<file path="config.mk">
export PLATFORM = sky130hd
export DESIGN_NAME = spi_master_ctrl
export DESIGN_NICKNAME = d
export VERILOG_FILES = /design/src/rtl/spi_master_ctrl.sv
export SDC_FILE = /design/constraint.sdc
export NUM_CORES = 1
export LEC_CHECK = 0
export BUFFER_PORTS_ARGS = -buffer_cell sky130_fd_sc_hd__buf_2
export CORE_ASPECT_RATIO = 1.1
export CORE_UTILIZATION = 60
export CTS_CLUSTER_DIAMETER = 120
export DETAILED_ROUTE_END_ITERATION = 10
export GPL_ROUTABILITY_DRIVEN = 0
export GPL_TIMING_DRIVEN = 1
export PLACE_DENSITY = 0.81
export SYNTH_ARGS = -nofsm -noshare
export SYNTH_HDL_FRONTEND = slang
export SYNTH_SLANG_ARGS = --single-unit
</file>
<file path="constraint.sdc">
create_clock -name clk -period 3.26 [get_ports clk]
set_input_delay 0.652 -clock clk [delete_from_list [all_inputs] [get_ports clk]]
set_output_delay 0.652 -clock clk [all_outputs]
set_load 0.02 [all_outputs]
</file>
<file path="src/rtl/spi_master_ctrl.sv">
// ----------------------------------------------------------------------------
// spi_master_ctrl
//
// Upstream SPI master for SPI_Slave. Turns a parallel request (2-bit op plus
// 8-bit payload) into one SS_n/MOSI frame at one bit per clk. On a read-data
// frame it sends the command and DUMMY_BITS zero bits. It then waits
// RD_LATENCY cycles for the RAM behind the slave, and shifts 8 MISO bits in,
// MSB first.
//
// Frame layout (SS_n low throughout):
//   START(1) CMD(3) PAYLOAD(8)                              -> END(IDLE_GAP)
//   START(1) CMD(3) DUMMY(DUMMY_BITS) WAIT(RD_LATENCY) CAPTURE(8) -> END
//
// Parameters:
//   IDLE_GAP    min cycles SS_n is held high after a frame (>= 1)
//   RD_LATENCY  cycles between the last dummy bit and the first MISO sample
//   DUMMY_BITS  zero bits sent after the read-data command (>= 1)
//
// Ports:
//   clk        system clock, rising edge
//   rst        asynchronous, active-high reset
//   req_valid  request present
//   req_ready  high only in IDLE; request taken on req_valid && req_ready
//   req_op     00 wr addr, 01 wr data, 10 rd addr, 11 rd data
//   req_data   address/data payload (ignored for op 11)
//   rsp_valid  one-cycle pulse when rsp_data is updated
//   rsp_data   byte captured from MISO, held until the next read completes
//   busy       high while the FSM is not in IDLE
//   SS_n       slave select, active low
//   MOSI       serial data to the slave
//   MISO       serial data from the slave
//   err        (SPI_MASTER_SEQ_CHECK_EN only) one-cycle pulse when a
//              read-data request arrives with no read address loaded
//
// Optional feature: define SPI_MASTER_SEQ_CHECK_EN to enable the read
// sequence check and the err port. Default build has neither.
// ----------------------------------------------------------------------------
module spi_master_ctrl #(
    parameter int unsigned IDLE_GAP   = 1,
    parameter int unsigned RD_LATENCY = 1,
    parameter int unsigned DUMMY_BITS = 8
) (
    input  logic       clk,
    input  logic       rst,
    input  logic       req_valid,
    output logic       req_ready,
    input  logic [1:0] req_op,
    input  logic [7:0] req_data,
    output logic       rsp_valid,
    output logic [7:0] rsp_data,
    output logic       busy,
    output logic       SS_n,
    output logic       MOSI,
`ifdef SPI_MASTER_SEQ_CHECK_EN
    input  logic       MISO,
    output logic       err
`else
    input  logic       MISO
`endif
);

    typedef enum logic [3:0] {
        ST_IDLE,
        ST_START,
        ST_CMD,
        ST_PAYLOAD,
        ST_DUMMY,
        ST_WAIT,
        ST_CAPTURE,
        ST_END,
        ST_ERR      // reachable only with the sequence check enabled
    } state_e;

    localparam logic [1:0]  OP_RD_ADDR = 2'b10;
    localparam logic [1:0]  OP_RD_DATA = 2'b11;

    // Last count value of each multi-cycle state (counter restarts at 0 on entry).
    localparam logic [15:0] DUMMY_LAST = 16'(DUMMY_BITS - 1);
    localparam logic [15:0] WAIT_LAST  = 16'((RD_LATENCY > 0) ? RD_LATENCY - 1 : 0);
    localparam logic [15:0] GAP_LAST   = 16'(IDLE_GAP - 1);

    state_e      state_q, state_d;
    logic [15:0] cnt_q, cnt_d;
    logic [1:0]  op_q, op_d;
    logic [7:0]  payload_q, payload_d;
    logic [7:0]  rx_q, rx_d;

    logic        ss_n_q, ss_n_d;
    logic        mosi_q, mosi_d;
    logic        req_ready_q, req_ready_d;
    logic        rsp_valid_q, rsp_valid_d;
    logic [7:0]  rsp_data_q, rsp_data_d;
    logic        busy_q, busy_d;

`ifdef SPI_MASTER_SEQ_CHECK_EN
    logic        addr_loaded_q, addr_loaded_d;
    logic        err_q, err_d;
`endif

    logic        accept;
    assign accept = req_valid && req_ready_q;

    // ------------------------------------------------------------------------
    // State register (also holds the registered outputs)
    // ------------------------------------------------------------------------
    // NOTE: every flop is reset, datapath included, so an aborted frame leaves
    // no partial op, payload or rx byte behind.
    always_ff @(posedge clk or posedge rst) begin
        if (rst) begin
            state_q       <= ST_IDLE;
            cnt_q         <= '0;
            op_q          <= '0;
            payload_q     <= '0;
            rx_q          <= '0;
            ss_n_q        <= 1'b1;
            mosi_q        <= 1'b0;
            req_ready_q   <= 1'b0;
            rsp_valid_q   <= 1'b0;
            rsp_data_q    <= '0;
            busy_q        <= 1'b0;
`ifdef SPI_MASTER_SEQ_CHECK_EN
            addr_loaded_q <= 1'b0;
            err_q         <= 1'b0;
`endif
        end else begin
            // NOTE: non-blocking assignments so every flop samples pre-edge values.
            state_q       <= state_d;
            cnt_q         <= cnt_d;
            op_q          <= op_d;
            payload_q     <= payload_d;
            rx_q          <= rx_d;
            ss_n_q        <= ss_n_d;
            mosi_q        <= mosi_d;
            req_ready_q   <= req_ready_d;
            rsp_valid_q   <= rsp_valid_d;
            rsp_data_q    <= rsp_data_d;
            busy_q        <= busy_d;
`ifdef SPI_MASTER_SEQ_CHECK_EN
            addr_loaded_q <= addr_loaded_d;
            err_q         <= err_d;
`endif
        end
    end

    // ------------------------------------------------------------------------
    // Next-state and datapath logic
    // ------------------------------------------------------------------------
    always_comb begin
        // NOTE: defaults first so no path through the case can infer a latch.
        state_d   = state_q;
        cnt_d     = cnt_q + 16'd1;
        op_d      = op_q;
        payload_d = payload_q;
        rx_d      = rx_q;
`ifdef SPI_MASTER_SEQ_CHECK_EN
        addr_loaded_d = addr_loaded_q;
`endif

        case (state_q)
            ST_IDLE: begin
                cnt_d = '0;
                if (accept) begin
                    op_d      = req_op;
                    payload_d = req_data;
                    rx_d      = '0;
                    state_d   = ST_START;
`ifdef SPI_MASTER_SEQ_CHECK_EN
                    // Reading data before any read address: consume, flag, no frame.
                    if (req_op == OP_RD_DATA && !addr_loaded_q) begin
                        state_d = ST_ERR;
                    end
`endif
                end
            end
            ST_START: begin
                state_d = ST_CMD;
                cnt_d   = '0;
            end
            ST_CMD: begin
                if (cnt_q == 16'd2) begin
                    state_d = (op_q == OP_RD_DATA) ? ST_DUMMY : ST_PAYLOAD;
                    cnt_d   = '0;
                end
            end
            ST_PAYLOAD: begin
                if (cnt_q == 16'd7) begin
                    state_d = ST_END;
                    cnt_d   = '0;
`ifdef SPI_MASTER_SEQ_CHECK_EN
                    if (op_q == OP_RD_ADDR) begin
                        addr_loaded_d = 1'b1;
                    end
`endif
                end
            end
            ST_DUMMY: begin
                if (cnt_q == DUMMY_LAST) begin
                    state_d = (RD_LATENCY == 0) ? ST_CAPTURE : ST_WAIT;
                    cnt_d   = '0;
                end
            end
            ST_WAIT: begin
                if (cnt_q == WAIT_LAST) begin
                    state_d = ST_CAPTURE;
                    cnt_d   = '0;
                end
            end
            ST_CAPTURE: begin
                rx_d = {rx_q[6:0], MISO};
                if (cnt_q == 16'd7) begin
                    state_d = ST_END;
                    cnt_d   = '0;
`ifdef SPI_MASTER_SEQ_CHECK_EN
                    addr_loaded_d = 1'b0;
`endif
                end
            end
            ST_END: begin
                if (cnt_q == GAP_LAST) begin
                    state_d = ST_IDLE;
                    cnt_d   = '0;
                end
            end
            default: begin
                state_d = ST_IDLE;
                cnt_d   = '0;
            end
        endcase
    end

    // ------------------------------------------------------------------------
    // Output logic: decoded from the next state so the registered outputs
    // line up cycle-for-cycle with state_q.
    // ------------------------------------------------------------------------
    always_comb begin
        ss_n_d      = 1'b1;
        mosi_d      = 1'b0;
        req_ready_d = (state_d == ST_IDLE);
        busy_d      = (state_d != ST_IDLE);
        rsp_valid_d = 1'b0;
        rsp_data_d  = rsp_data_q;
`ifdef SPI_MASTER_SEQ_CHECK_EN
        err_d       = (state_d == ST_ERR);
`endif

        case (state_d)
            ST_START, ST_DUMMY, ST_WAIT, ST_CAPTURE: begin
                ss_n_d = 1'b0;
            end
            ST_CMD: begin
                ss_n_d = 1'b0;
                // Command bits are op[1], op[1], op[0].
                mosi_d = (cnt_d == 16'd2) ? op_d[0] : op_d[1];
            end
            ST_PAYLOAD: begin
                ss_n_d = 1'b0;
                // MSB first: count 0..7 selects bit 7..0.
                mosi_d = payload_d[~cnt_d[2:0]];
            end
            default: ;
        endcase

        // The edge that takes the 8th MISO sample also publishes the byte.
        if (state_q == ST_CAPTURE && state_d == ST_END) begin
            rsp_valid_d = 1'b1;
            rsp_data_d  = rx_d;
        end
    end

    assign SS_n      = ss_n_q;
    assign MOSI      = mosi_q;
    assign req_ready = req_ready_q;
    assign rsp_valid = rsp_valid_q;
    assign rsp_data  = rsp_data_q;
    assign busy      = busy_q;
`ifdef SPI_MASTER_SEQ_CHECK_EN
    assign err       = err_q;
`endif

endmodule

</file>
# Yosys cells after proc, flatten, opt, wreduce, memory -nomap -nowiden
# Cells that the tools add are included.
dict set report op_classes {
  addsub 1
  order_cmp 1
  n_eq_ne 18
  muxes 24
  bitwise_logic 1
  reduce_logical 10
}
# cell count
set ops {}
lappend ops {{$mux 16} 3}
lappend ops {{$pmux 16 s3} 1}
lappend ops {{$eq 16x2->1 const B} 2}
lappend ops {{$eq 4x3->1 const B} 8}
lappend ops {{$pmux 4 s7} 1}
lappend ops {{$mux 4} 6}
lappend ops {{$mux 8} 3}
lappend ops {{$add 16x1->16 const B} 1}
lappend ops {{$eq 16x3->1 const B} 1}
lappend ops {{$eq 4x2->1 const B} 4}
lappend ops {{$logic_not 16->1} 1}
lappend ops {{$pmux 8 s2} 1}
lappend ops {{$eq 4x1->1 const B} 2}
lappend ops {{$logic_not 4->1} 2}
lappend ops {{$reduce_or 6->1} 1}
lappend ops {{$lt 3x4->1 const B} 1}
lappend ops {{$mux 1} 4}
lappend ops {{$mux 2} 2}
lappend ops {{$reduce_bool 4->1} 1}
lappend ops {{$reduce_or 2->1} 2}
lappend ops {{$bmux 1 s3} 1}
lappend ops {{$mux 3} 1}
lappend ops {{$not 3->3} 1}
lappend ops {{$reduce_or 3->1} 1}
lappend ops {{3 further kinds} 4}
dict set report totals {
  regBits 51
  elab_cells 66
}

# Depth between registers and ports, before layout
dict set report depth {
  depth_word 7
  depth_mapped 10
  depth_no_buf 9
}

# Worst setup path after synthesis
# OpenSTA, ideal clock, no wires.
dict set report synth_timing {
  path_kind {register to register}
  from {register cnt_q[0]}
  to {register mosi_q (netlist: MOSI)}
  t_arrival_ns 2.101
  setup_slack_ns 1.038
  stages_incl_launch_ff 10
  path_buffers 0
  period_less_slack_ns 2.222
  cell_sequence {dfrtp_1 > inv_1 > ha_1 > or3b_1 > a21oi_1 > a2111oi_1 > a21oi_2 > a2111o_1 > mux2i_1 > o2bb2ai_1}
}
dict set report synth_via {
  elab_chain_cells 7
  word_cells_on_any_way 22
  classes_between {add/sub (1); eq/ne (5); mux (14); bitwise (1); reduce/logical (1)}
}
# element line
set synth_lines {}
lappend synth_lines {{from (decl)} 83} ;# logic [15:0] cnt_q, cnt_d;
lappend synth_lines {{from (signal assigned)} 128} ;# cnt_q <= cnt_d;
lappend synth_lines {{$add 16x1->16, or another cell as far along} 151} ;# cnt_d = cnt_q + 16'd1;
lappend synth_lines {{$mux 16 (on tied branches)} --}
lappend synth_lines {{$pmux 16 s3} 159} ;# case (state_q)
lappend synth_lines {{$not 3->3} 258} ;# mosi_d = payload_d[~cnt_d[2:0]];
lappend synth_lines {{$bmux 1 s3} 258}
lappend synth_lines {{$mux 1 (not written as such)} 258}
lappend synth_lines {{$pmux 1 s2 (*)} 246} ;# case (state_d)
lappend synth_lines {{via mosi_d} 89} ;# logic mosi_q, mosi_d;
lappend synth_lines {{to (signal assigned)} 133} ;# mosi_q <= mosi_d;
lappend synth_lines {{to (decl)} 89}
# The timed path passes the listed nets; every way through them passes the cells marked *. The select of a mux whose other input is x is not followed.
# A chain may end at the register's enable or synchronous reset.

# Worst setup path after layout
# Same ends and word-level chain as after synthesis.

==> impl_results.md <==
* Row Count at 25
* Post-route setup TNS at 0 ps
* Clock edge transition at the registers on the reported setup and hold paths at about 90 ps
* Proportion of layout cells with a drive suffix above 1 at roughly 25%
* Total of flip-flops plus latches after synthesis at 50
* Biggest cell delay along the critical path at between 400 and 500 ps
* DIE AREA at 4910 sq um
* RSZ-0062 raised after global routing: false
* Synth Area in Simple Gates at ~23%
* Path type of the worst min-delay path: reg -> reg
* Vias after detailed routing at 2,039
* Global-route usage over all layers at around 24%
* Layout-stage area growth over the synthesis result at 6.30%
* Slew of the pin with the lowest slew margin at 998 ps
* Count of clock tree sinks at 50
* Peak clock frequency supported by timing at approximately 390 MHz
* Final hold slack at 508 ps
* MaxCap Viol Count at 0
* Synthesized-area fraction occupied by xor and xnor cells at approximately 4.4%
* Detailed-router iteration count before antenna repair at 4
* Total power per unit cell area at about 490 nW/um^2
* Leakage power at approximately 1.4 nW
* Antenna viol nets, final at 0
* Number of buffers on the longest clock path at 2
* Startpoint type of the worst setup path: flip-flop
* Synthesis Warnings at 0
* Worst Skew at between 6 and 7 ps
* Overall power after layout at roughly 1.4 mW
* CTS Root Buffer Type: sky130_fd_sc_hd__clkbuf_8
* Min-Delay Startpoint: payload_q[5]$_DFF_PP0_
* Number of antenna violations at the first check in global routing at 0
* Number of buffer and inverter stages on the critical path at 2
* Worst setup path start: cnt_q[0]$_DFF_PP0_
* Clock group share of total power at between 20 and 30%
* Post-detailed-route DRC marker count at 0
* # IOs at 27
* Critical path's slowest cell: sky130_fd_sc_hd__a2111oi_1
* Post-DP HPWL at 3690 um
* CORE AREA at ~4400 sq um
* Count of distinct cell types in the synthesized netlist at between 60 and 70
* Die height at 73.4 um
* Number of buffers created by CTS at 5
* Count of final max-slew check failures at 0
* Combinational share of power at between 20% and 30%
* Fillers at between 300 and 400
* Compound-Gate Fraction of Synth Area at a little over a tenth
* R2R Path Start: cnt_q[0]$_DFF_PP0_
* Number of enable flip-flop cells after synthesis at 0
* Switching power total at 0.404 mW
* IO Port Bufs at 26
* Routed wire length at a little over 5000 um
* Multiplexer share of the synthesized area at approximately a tenth
* Required arrival time at the worst endpoint at 3450 ps
* Wire per inst at about 15 um
* Mapped Nets at ~280
* Violation count after the first detailed-routing iteration at ~100
* Largest family of logic cells by synthesized area: simple AND/OR/NAND/NOR gates
* Largest net degree at the start of global routing at 51
* Top Family by Delay on Critical Path: compound AO/OA/AOI/OAI gates
* Horiz. Die Dim at ~67 um
* Worst setup path category: reg -> reg
* Share of total power in sequential cells at 52.3%
* Cell internal pwr at just over 1 mW
* Prevailing post-synth register cell: sky130_fd_sc_hd__dfrtp_1
* Initial core utilization at 63.5%
* CTS tree: yes
* Switching share of power at approximately 28%
* Outcome: finished, final reports clean
* Maximum fanout along the worst path at 13
* Maximum ir drop on the vdd rail at ~300 uV
* Vias in the first global route at about 1,900
* Number of resized instances in the post-cts repair step at 0
* Vias/cell at ~6.0
* Total gr overflow at 0
* First-pass GRT wire length at slightly below 9000 um
* Number of hold violations in the final report at 0
* Critical path arrival at roughly 2800 ps
* Part of the Yosys area used for sequential elements at between 40% and 50%
* Number of buffers inserted for hold repair after clock tree synthesis at 0
* Cell Area, Synth at approximately 2800 sq um
* Adder-cell share of the synthesized area at ~1.4%
* Clock Latency Late Sink at approximately 300 ps
* Post-Synthesis Mean Instance Area at approximately 10 sq um
* Cell-by-cell listing of the critical path: inv_1 > ha_1 > or3b_1 > a21oi_1 > a2111oi_1 > a21oi_2 > buf_4 > o21ai_0 > nand4_1 > o2bb2ai_1
* Max-slew headroom at 33.4%
* Nature of the critical path endpoint: flip-flop
* Leading cell types in the layout, fill and taps excluded: sky130_fd_sc_hd__dfrtp_1, sky130_fd_sc_hd__nor2_1, sky130_fd_sc_hd__buf_2
* Antenna diode instance count at 0
* Leading cell type in the layout, fill and taps excluded: sky130_fd_sc_hd__dfrtp_1
* Final Util at approximately two thirds
* Fraction of the cycle the final worst path needs at 79.6%
* Clock period minus worst slack at about 2600 ps
* Post-CTS Setup Inserts at 0
* Count of nets after finishing at ~300
* Share of flip-flops with an asynchronous set or reset after synthesis at 100%
* Cell count after synthesis at between 200 and 300
* H-Tree Depth at 2
* Number of setup violations in the final report at 0
==> stage by stage <==
| step | cells | setup slack, ps | cell area [sq um] |
|---|---|---|---|
| floorplan | 266 | 1040 | 2780 |
| global placement | 331 | 786 | 2850 |
| detailed placement | 331 | 714 | 2850 |
| CTS | 339 | 680 | 2960 |
| global route | 339 | 444 | 2960 |
| finish | 339 | 664 | 2960 |
==> Yosys cell counts (2+ instances only) <==
master / instances / area [sq um]
sky130_fd_sc_hd__dfrtp_1: 49 / 1230
sky130_fd_sc_hd__nor2_1: 29 / 109
sky130_fd_sc_hd__nand2_1: 25 / 93.8
sky130_fd_sc_hd__nand3_1: 14 / 70.1
sky130_fd_sc_hd__xnor2_1: 10 / 87.6
sky130_fd_sc_hd__inv_1: 9 / 33.8
sky130_fd_sc_hd__mux2_2: 9 / 101
sky130_fd_sc_hd__mux2_4: 8 / 120
sky130_fd_sc_hd__and3_1: 7 / 43.8
sky130_fd_sc_hd__buf_6: 6 / 67.6
sky130_fd_sc_hd__nand4_1: 6 / 37.5
sky130_fd_sc_hd__nor3_1: 6 / 30.0
sky130_fd_sc_hd__o21ai_0: 6 / 30.0
sky130_fd_sc_hd__buf_2: 5 / 25.0
sky130_fd_sc_hd__and4_1: 4 / 35.0
sky130_fd_sc_hd__xor2_1: 4 / 35.0
sky130_fd_sc_hd__a21oi_1: 3 / 15.0
sky130_fd_sc_hd__buf_4: 3 / 22.5
sky130_fd_sc_hd__ha_1: 3 / 37.5
sky130_fd_sc_hd__a21oi_2: 2 / 17.5
sky130_fd_sc_hd__a22oi_1: 2 / 15.0
sky130_fd_sc_hd__and2_1: 2 / 12.5
sky130_fd_sc_hd__and4_2: 2 / 20.0
sky130_fd_sc_hd__clkbuf_1: 2 / 7.51
sky130_fd_sc_hd__mux2i_1: 2 / 20.0
sky130_fd_sc_hd__nand2b_1: 2 / 12.5
sky130_fd_sc_hd__nand3_2: 2 / 20.0
sky130_fd_sc_hd__nor2b_1: 2 / 12.5
sky130_fd_sc_hd__nor3b_1: 2 / 15.0
sky130_fd_sc_hd__o211ai_1: 2 / 15.0
sky130_fd_sc_hd__o31a_1: 2 / 17.5
sky130_fd_sc_hd__o31ai_1: 2 / 15.0
sky130_fd_sc_hd__or3_1: 2 / 12.5
==> state kept, by name (all words and copies together) (netlist names) <==
register	cells
rx_q	7
payload_q	8
op_q	2
MOSI	1
SS_n	1
rsp_valid	1
rsp_data	8
cnt_q	16
state_q	4
req_ready	1
busy	1
==> final timing paths <==
| check | to | slack [ps] | depth (start not counted) |
|---|---|---|---|
| worst max register to register | MOSI$_DFF_PP0_ | 660 | 10 |
| worst max-delay path | MOSI$_DFF_PP0_ | 660 | 10 |
| max in group asynchronous | cnt_q[15]$_DFF_PP0_ | 2060 | 2 |
| min in group asynchronous | cnt_q[6]$_DFF_PP0_ | 580 | 2 |
| worst min register to register | payload_q[5]$_DFF_PP0_ | 510 | 1 |
| worst min-delay path | payload_q[5]$_DFF_PP0_ | 510 | 1 |
==> worst reg2reg max path, stage by stage (launching register included) <==
cell                        delay (ps)
sky130_fd_sc_hd__dfrtp_1           460
sky130_fd_sc_hd__inv_1             180
sky130_fd_sc_hd__ha_1              240
sky130_fd_sc_hd__or3b_1            180
sky130_fd_sc_hd__a21oi_1            70
sky130_fd_sc_hd__a2111oi_1         470
sky130_fd_sc_hd__a21oi_2           150
sky130_fd_sc_hd__buf_4             230
sky130_fd_sc_hd__o21ai_0           220
sky130_fd_sc_hd__nand4_1           130
sky130_fd_sc_hd__o2bb2ai_1         160
==> power groups by stage <==
stage	combinational [mW]	clock [mW]	sequential, mW
finish	0.291	0.395	0.751
global route	0.325	0.423	0.762
CTS	0.294	0.404	0.752
detailed placement	0.292	0	0.765
global placement	0.285	0	0.760
floorplan	0.218	0	0.763
==> layer usage <==
| layer | global-route usage, % | routed length [um] |
|---|---|---|
| met2 | 36.9 | 2400 |
| met3 | 5.59 | 231 |
| met5 | 0 | 0 |
| met1 | 33.6 | 2420 |
| met4 | 8.98 | 91 |
==> cell type report <==
cell class,instances,area (sq um),area share [%]
repair buffers,28,145,4.91
well taps,54,67.6,2.29
flip-flops and latches,50,1250,42.4
clock buffers,7,96.3,3.26
multi-input cells,190,1350,45.7
inverters,9,33.8,1.14
clock inverters,1,8.76,0.296
==> cell families after synthesis <==
kind of cell             Yosys count
AO/OA/AOI/OAI                     38
XOR/XNOR                          14
adder cells (fa/ha/maj)            3
buffers and inverters             26
flip-flops                        50
multiplexers                      20
other                              1
AND/OR/NAND/NOR                  114
Note: power is estimated with default switching activity, not from simulation.
